**src/rtl/serial_adder_pkg.sv**
```systemverilog
// Shared types and constants for the bit-serial adder.
package serial_adder_pkg;

  typedef enum logic [1:0] {
    IDLE  = 2'd0,
    SHIFT = 2'd1,
    DONE  = 2'd2
  } state_e;

  // Bit-counter width; a 1-bit floor keeps tiny widths legal.
  function automatic int unsigned cnt_width(input int unsigned w);
    return (w < 2) ? 1 : $clog2(w);
  endfunction

  localparam int unsigned DEFAULT_WIDTH = 8;
  localparam int unsigned DEFAULT_CNT_W = cnt_width(DEFAULT_WIDTH);

endpackage

```
**src/rtl/serial_adder_if.sv**
```systemverilog
// Start/operand request and registered result bundle of the serial adder.
interface serial_adder_if
  import serial_adder_pkg::*;
#(
  parameter int unsigned WIDTH = DEFAULT_WIDTH
);

  logic             start;
  logic [WIDTH-1:0] a;
  logic [WIDTH-1:0] b;
  logic             cin;
  logic             busy;
  logic             done;
  logic [WIDTH-1:0] sum;
  logic             cout;
  logic             overflow;

  modport master (
    output start, a, b, cin,
    input  busy, done, sum, cout, overflow
  );

  modport slave (
    input  start, a, b, cin,
    output busy, done, sum, cout, overflow
  );

endinterface

```
**src/rtl/serial_adder_full_adder_bit.sv**
```systemverilog
// One-bit full adder cell shared by every bit position of the serial datapath.
module full_adder_bit (
  input  logic a,
  input  logic b,
  input  logic cin,
  output logic s,
  output logic cout
);

  assign s    = a ^ b ^ cin;
  assign cout = (a & b) | (a & cin) | (b & cin);

endmodule

```
**src/rtl/serial_adder.sv**
```systemverilog
// Bit-serial two's-complement adder: LSB-first through one full-adder cell,
// result presented in parallel with carry-out and signed overflow on a done pulse.
module serial_adder
  import serial_adder_pkg::*;
#(
  parameter int unsigned WIDTH = DEFAULT_WIDTH
) (
  input logic           clk,
  input logic           rst_n,
  serial_adder_if.slave bus
);

  localparam int unsigned CNT_W = cnt_width(WIDTH);

  state_e           state_q, state_d;
  logic [WIDTH-1:0] a_sh_q, a_sh_d;
  logic [WIDTH-1:0] b_sh_q, b_sh_d;
  logic [WIDTH-1:0] res_q, res_d;
  logic [CNT_W-1:0] cnt_q, cnt_d;
  logic             carry_q, carry_d;
  logic             busy_q, busy_d;
  logic             done_q, done_d;
  logic             cout_q, cout_d;
  logic             ovf_q, ovf_d;

  logic             fa_s;
  logic             fa_cout;
  logic             msb_cycle;

  full_adder_bit u_fa (
    .a    (a_sh_q[0]),
    .b    (b_sh_q[0]),
    .cin  (carry_q),
    .s    (fa_s),
    .cout (fa_cout)
  );

  assign msb_cycle = (cnt_q == CNT_W'(WIDTH - 1));

  // Next state and datapath; busy/done trail the state by one register stage.
  always_comb begin
    state_d = state_q;
    a_sh_d  = a_sh_q;
    b_sh_d  = b_sh_q;
    res_d   = res_q;
    cnt_d   = cnt_q;
    carry_d = carry_q;
    cout_d  = cout_q;
    ovf_d   = ovf_q;
    busy_d  = (state_q == SHIFT);
    done_d  = (state_q == DONE);

    unique case (state_q)
      IDLE, DONE: begin
        state_d = IDLE;
        if (bus.start) begin
          a_sh_d  = bus.a;
          b_sh_d  = bus.b;
          carry_d = bus.cin;
          cnt_d   = '0;
          state_d = SHIFT;
        end
      end

      SHIFT: begin
        a_sh_d  = {1'b0, a_sh_q[WIDTH-1:1]};
        b_sh_d  = {1'b0, b_sh_q[WIDTH-1:1]};
        res_d   = {fa_s, res_q[WIDTH-1:1]};
        carry_d = fa_cout;
        cnt_d   = cnt_q + CNT_W'(1);
        if (msb_cycle) begin
          // carry_q is the carry into the MSB on this cycle
          cout_d  = fa_cout;
          ovf_d   = carry_q ^ fa_cout;
          cnt_d   = '0;
          state_d = DONE;
        end
      end

      default: state_d = IDLE;
    endcase
  end

  always_ff @(posedge clk or negedge rst_n) begin
    if (!rst_n) begin
      state_q <= IDLE;
      a_sh_q  <= '0;
      b_sh_q  <= '0;
      res_q   <= '0;
      cnt_q   <= '0;
      carry_q <= 1'b0;
      busy_q  <= 1'b0;
      done_q  <= 1'b0;
      cout_q  <= 1'b0;
      ovf_q   <= 1'b0;
    end else begin
      state_q <= state_d;
      a_sh_q  <= a_sh_d;
      b_sh_q  <= b_sh_d;
      res_q   <= res_d;
      cnt_q   <= cnt_d;
      carry_q <= carry_d;
      busy_q  <= busy_d;
      done_q  <= done_d;
      cout_q  <= cout_d;
      ovf_q   <= ovf_d;
    end
  end

  assign bus.busy     = busy_q;
  assign bus.done     = done_q;
  assign bus.sum      = res_q;
  assign bus.cout     = cout_q;
  assign bus.overflow = ovf_q;

endmodule

```
**src/flat_wrapper.sv**
```systemverilog
// flat-port wrapper written by rule: the top's interface ports become plain ports
module serial_adder_flat import serial_adder_pkg::*;
#(
  parameter int unsigned WIDTH = DEFAULT_WIDTH
)
  (clk, rst_n, bus_start, bus_a, bus_b, bus_cin, bus_busy, bus_done, bus_sum, bus_cout, bus_overflow);
  serial_adder_if #(.WIDTH(WIDTH)) bus_i ();
  input logic clk;
  input logic rst_n;
  input wire logic [$bits(bus_i.start)-1:0] bus_start;
  input wire logic [$bits(bus_i.a)-1:0] bus_a;
  input wire logic [$bits(bus_i.b)-1:0] bus_b;
  input wire logic [$bits(bus_i.cin)-1:0] bus_cin;
  output wire logic [$bits(bus_i.busy)-1:0] bus_busy;
  output wire logic [$bits(bus_i.done)-1:0] bus_done;
  output wire logic [$bits(bus_i.sum)-1:0] bus_sum;
  output wire logic [$bits(bus_i.cout)-1:0] bus_cout;
  output wire logic [$bits(bus_i.overflow)-1:0] bus_overflow;
  assign bus_i.start = bus_start;
  assign bus_i.a = bus_a;
  assign bus_i.b = bus_b;
  assign bus_i.cin = bus_cin;
  assign bus_busy = bus_i.busy;
  assign bus_done = bus_i.done;
  assign bus_sum = bus_i.sum;
  assign bus_cout = bus_i.cout;
  assign bus_overflow = bus_i.overflow;
  serial_adder #(.WIDTH(WIDTH)) u_core (.clk(clk), .rst_n(rst_n), .bus(bus_i));
endmodule
```
**config.mk**
```make
export PLATFORM = sky130hd
export DESIGN_NAME = serial_adder_flat
export DESIGN_NICKNAME = d
export VERILOG_FILES = /design/src/rtl/serial_adder_pkg.sv /design/src/rtl/serial_adder_if.sv /design/src/rtl/serial_adder_full_adder_bit.sv /design/src/rtl/serial_adder.sv /design/src/flat_wrapper.sv
export SDC_FILE = /design/constraint.sdc
export NUM_CORES = 1
export LEC_CHECK = 0
export ABC_AREA = 1
export BUFFER_PORTS_ARGS = -buffer_cell sky130_fd_sc_hd__buf_2
export CORE_MARGIN = 4
export CORE_UTILIZATION = 55
export CTS_BUF_LIST = sky130_fd_sc_hd__clkbuf_4
export CTS_CLUSTER_SIZE = 40
export DETAILED_ROUTE_END_ITERATION = 16
export MAX_ROUTING_LAYER = met4
export PLACE_DENSITY = 0.8
export SLEW_MARGIN = 20
export SYNTH_ARGS = -nofsm -noshare
export SYNTH_HDL_FRONTEND = slang
export SYNTH_HIERARCHICAL = 1
export SYNTH_SLANG_ARGS = --single-unit
```
**constraint.sdc**
```tcl
create_clock -name clk -period 2.4 [get_ports clk]
set_input_delay 0.24 -clock clk [delete_from_list [all_inputs] [get_ports clk]]
set_output_delay 0.24 -clock clk [all_outputs]
set_load 0.005 [all_outputs]
```
Word-level counts from Yosys, hierarchy flattened
Cells that the tools add are included.

word-level totals
  output and inout bits = 12
  input port bits = 20
  register bits after elaboration = 34
  logic and storage cells = 41

cells by class
  add/subtract/negate cells = 1
  bitwise gates (word level) = 8
  mux-type cells = 12
  reductions and logical operators = 5
  eq/ne operators = 5

operator list
  kind                   count
  $pmux W8 S2            2
  $mux W8                2
  $mux W3                2
  $pmux W3 S2            1
  $ne A2 B2 Y1 const B   2
  $pmux W2 S2            1
  $reduce_and A2 Y1      2
  $add A3 B1 Y3 const B  1
  $and A1 B1 Y1          3
  $eq A3 B3 Y1 const B   1
  $xor A1 B1 Y1          3
  $eq A2 B1 Y1 const B   1
  $eq A2 B2 Y1 const B   1
  $logic_not A2 Y1       1
  $mux W1                2
  $mux W2                1
  $or A1 B1 Y1           2
  $pmux W1 S2            1
  $reduce_bool A2 Y1     1
  $reduce_or A2 Y1       1

Logic depth before layout (Yosys ltp)
  word-level depth = 4
  mapped depth = 8
  gate-level depth less buffers = 6

By module
The synthesis kept the hierarchy.

by module, submodules not included
  module          area an instance (um^2)  sequential area each (um^2)  times used  cells an instance
  serial_adder    1610.3                   850.8                        1           201
  full_adder_bit  20.0                     0.0                          1           1

Worst setup path after synthesis
No wires, ideal clock.

  path kind = reg-to-reg
  start point = reg u_core.a_sh_q[0]
  end point = reg u_core.carry_q
  path slack = 1.201 ns
  data required time = 2.283 ns
  library setup time = 0.117 ns
  stages on the path, launching flop included = 6
  data arrival time = 1.082 ns
  path buffers = 0
  cell sequence = dfrtp_1 > fa_1 > inv_1 > nand3_1 > nand3_1 > nand2_1

on the way
  word-level cells in the longest chain between the ends = 4

ends and longest elaborated chain
  what                         line                               source
  start: declaration           serial_adder.sv:16                 logic [WIDTH-1:0] a_sh_q, a_sh_d;
  start signal: assignment     serial_adder.sv:98                 a_sh_q <= a_sh_d;
  $and A1 B1 Y1                serial_adder_full_adder_bit.sv:11  assign cout = (a & b) | (a & cin) | (b & cin);
  $or A1 B1 Y1 * (2 in a row)  serial_adder_full_adder_bit.sv:11
  named net u_core.fa_cout     serial_adder.sv:27                 logic fa_cout;
  $pmux W1 S2 *                serial_adder.sv:53                 unique case (state_q)
  end signal: assignment       serial_adder.sv:102                carry_q <= carry_d;
  end: declaration             serial_adder.sv:20                 logic carry_q, carry_d;

Mark *: on every way through the listed nets, which the timed path passes. The rest lies on a longest branch.
A chain may end at the register's enable or synchronous reset.

Worst setup path in the final report
  start point = reg u_core.state_q[0]
  end point = reg u_core.a_sh_q[5]

on the way
  word-level cells in the longest chain between the ends = 4

ends and longest elaborated chain
  what                                                                 line                source
  start: declaration                                                   serial_adder.sv:15  state_e state_q, state_d;
  start signal: assignment                                             serial_adder.sv:97  state_q <= state_d;
  $eq A2 B2 Y1 / $logic_not A2 Y1 (equally long branches)              serial_adder.sv:53
  $reduce_or A2 Y1                                                     serial_adder.sv:53
  $ne A2 B2 Y1 (no line) / $reduce_bool A2 Y1 (equally long branches)  n/a
  $reduce_and A2 Y1 (no line)                                          n/a

Parallel ways exist; a longest one is shown, timed or not.

==> key figures <==
Layout
  – Final Non-Filler Cells: 266
  – Antenna diode count: 0
  – Area Overhead vs Synth: 12.7%
  – Core occupancy in the finished layout: about 66%
  – Filler cell count: between 200 and 250
  – Final net count: 257
  – Most common cell after layout, fill and taps aside: nand2_1
  – Post-route cell area: 1840 um2
  – Share of cells above drive strength 1: 19.6%
  – Most frequent cells in the layout: nand2_1, inv_1, dfrtp_1

Global routing
  – Largest net degree at the start of global routing: 35
  – Total gr overflow: 0
  – Antenna violations before repair: 0
  – First-pass GRT wire length: 5620 um
  – GRT Total Usage: 18.5%
  – Vias in the first global route: 1291

Detailed routing
  – Drt total wl: 3080 um
  – Drt pass-1 iters: 4
  – DR iter-0 viols: between 60 and 70
  – Antenna-violating nets left: 0
  – Vias/cell: around 4.9
  – DR vias: 1316
  – WL per Instance: 11.6 um
  – Post-route DRC: 0

Die
  – # IOs: 32
  – Die area: 3900 um2
  – Initial Utilization: approximately 58%
  – Die height: roughly 62 um
  – Core ar.: 2810 um2
  – DIE WIDTH: 62.4 um
  – Row count: 19

Setup path
  – Crit path max fanout: 26
  – CP Class: flop to flop
  – Slowest Stage Delay on Critical Path: 440 ps
  – CP startpoint kind: flop
  – WP data required: 2680 ps
  – Worst path bufs/invs: 2
  – CP max-delay cell: dfrtp_1
  – Crit-path cells: buf_4 > nand2_4 > nand2_4 > inv_4 > nand2_1 > nand2_1
  – Worst Setup End Kind: flop
  – Crit path max-delay family: simple AND/OR/NAND/NOR gates
  – Critical Path AT: 1820 ps

Yosys
  – Post-synth EDFFs: 0
  – Register area share after synthesis: 52.2%
  – Cells after Synth: 202
  – Yosys reg bits: 34
  – Syn_area_per_cell: ~8.1 um2
  – Post-synth ARST share: 100%
  – Syn Nets: 225
  – Post-Syn Area: 1630 um2
  – Ys flop type: dfrtp_1
  – Ys Warns: 6
  – Unique masters post-synth: 17

Placement
  – Routability cong.: between 0.7 and 0.8
  – Placement Setup Slack: 890 ps
  – DP HPWL: just over 2000 um
  – IO Port Bufs: 31
  – Placed instance count: approximately 260
  – Area post-placement: 1770 um2

Timing
  – Max_slew headroom: between 50% and 60%
  – Clk_skew: 15.7 ps
  – Final hold slack: 113 ps
  – Period utilization: 64.2%
  – Final Hold Viols: 0
  – Worst setup margin: 858 ps
  – RSZ-0062 raised after global routing: no
  – Number of setup violations in the final report: 0
  – FMAX: 649 MHz
  – Actual slew at the worst max-slew pin: roughly 700 ps
  – Slew Limit Fails: 0
  – Setup Total Neg Slack: 0 ps
  – Minimum clock period after layout: about 1500 ps

Worst hold path
  – Worst Hold Class: input port to flop

Power
  – Flop pwr share: 41.7%
  – Peak VDD IR: 0.625 mV
  – Switching share of power: 42.4%
  – Net Sw Power: 1.01 mW
  – Total power: roughly 2.4 mW
  – Clock power frac: between 10% and 20%
  – Power per cell area: between 1000 and 1500 nW/um2
  – Leakage: about 1.1 nW
  – Internal power: 1.37 mW
  – Combinational power share: 45.5%

Clock network
  – TritonCTS Buffers: 5
  – Max Buffers Root-to-Sink: 2
  – Root Driver: clkbuf_4
  – CTS tree: done
  – CTS Sinks: 34
  – H-Tree Level Count: 2
  – Setup Fix Bufs, Post-CTS: 0
  – Clock Latency Late Sink: 330 ps
  – Clock edge transition at the registers on the reported setup and hold paths: about 110 ps

Outcome
  – Status: finished, final reports clean

Flow run
  – Max-cap violation count: 0
-- worst min-delay path: cells and delay by family --
kind	cells	cell delay, ps
and+or+nand+nor	1	40
AOI/OAI and AO/OA	1	60
buffers and inverters	1	80
-- metal layers --
layer	global-route usage (%)	share of wire, %	vias to the layer above
met5	-	0	-
li1	-	-	669
met4	4.96	0.97	0
met3	6.29	5.0	4
met1	23.8	46	617
met2	28.2	48	26
-- kinds of logic (layout without fill, tap and decap cells) --
logic type      Yosys count  after routing  synth area share, %
fa+ha+maj                 3              3                 2.76
buf+inv                  48             81                 12.9
simple gates            103            103                 27.6
compound gates           13             13                 3.99
flops                    34             34                 52.2
xor+xnor                  1              1                0.537
-- synth_stat cells, types with 2 or more instances --
cell     instances  area (um2)
buf_2            4        20.0
buf_4            2        15.0
buf_6            2        22.5
dfrtp_1         34         851
ha_1             2        25.0
inv_1           37         139
inv_2            2        7.51
nand2_1         66         248
nand2_4          3        33.8
nand3_1         31         155
nor2_1           2        7.51
o21ai_0         11        55.1
o21ai_1          2        10.0
-- power by group through the flow --
stage          Sequential (mW)  Clock, mW  Combinational, mW
2_1_floorplan            0.978          0              0.864
3_3_place_gp             0.998          0               1.04
3_5_place_dp             0.999          0               1.08
4_1_cts                  0.992      0.315               1.10
5_1_grt                   1.02      0.347               1.29
6_report                 0.991      0.306               1.08
-- path summary, 6_finish.rpt --
path | startpoint | to | slack [ps] | cells after the start
max in group asynchronous | rst_n | u_core/bus.sum[5]$_DFFE_PN0P_ | 1430 | 2
min in group asynchronous | rst_n | u_core/b_sh_q[2]$_DFFE_PN0P_ | 490 | 2
min reg2reg | u_core/bus.overflow$_DFFE_PN0P_ | u_core/bus.overflow$_DFFE_PN0P_ | 480 | 2
max reg2reg | u_core/state_q[0]$_DFFE_PN0P_ | u_core/a_sh_q[5]$_DFFE_PN0P_ | 860 | 6
min | bus_b[7] | u_core/b_sh_q[7]$_DFFE_PN0P_ | 110 | 3
max | u_core/state_q[0]$_DFFE_PN0P_ | u_core/a_sh_q[5]$_DFFE_PN0P_ | 860 | 6
-- sequential cells by signal (all words and copies together), names as in the netlist --
| name | flops |
|---|---|
| u_core/a_sh_q | 8 |
| u_core/b_sh_q | 8 |
| u_core/bus.busy | 1 |
| u_core/bus.cout | 1 |
| u_core/bus.done | 1 |
| u_core/bus.overflow | 1 |
| u_core/bus.sum | 8 |
| u_core/carry_q | 1 |
| u_core/cnt_q | 3 |
| u_core/state_q | 2 |
-- layout make-up --
class	instances	area (um2)	area share (%)
clock buffer	6	45.0	2.45
clock inverter	2	8.76	0.477
inverter	40	153	8.30
multi-input combinational	120	569	31.0
sequential	34	851	46.3
tap	31	38.8	2.11
timing repair buffer	33	173	9.39
-- timing repair --
item	4_1_cts	5_1_grt
hold buffers	1	0
endpoints found under the hold margin	34	0
gates resized for setup	0	0
No activity file was read; power rests on OpenSTA's default activity.
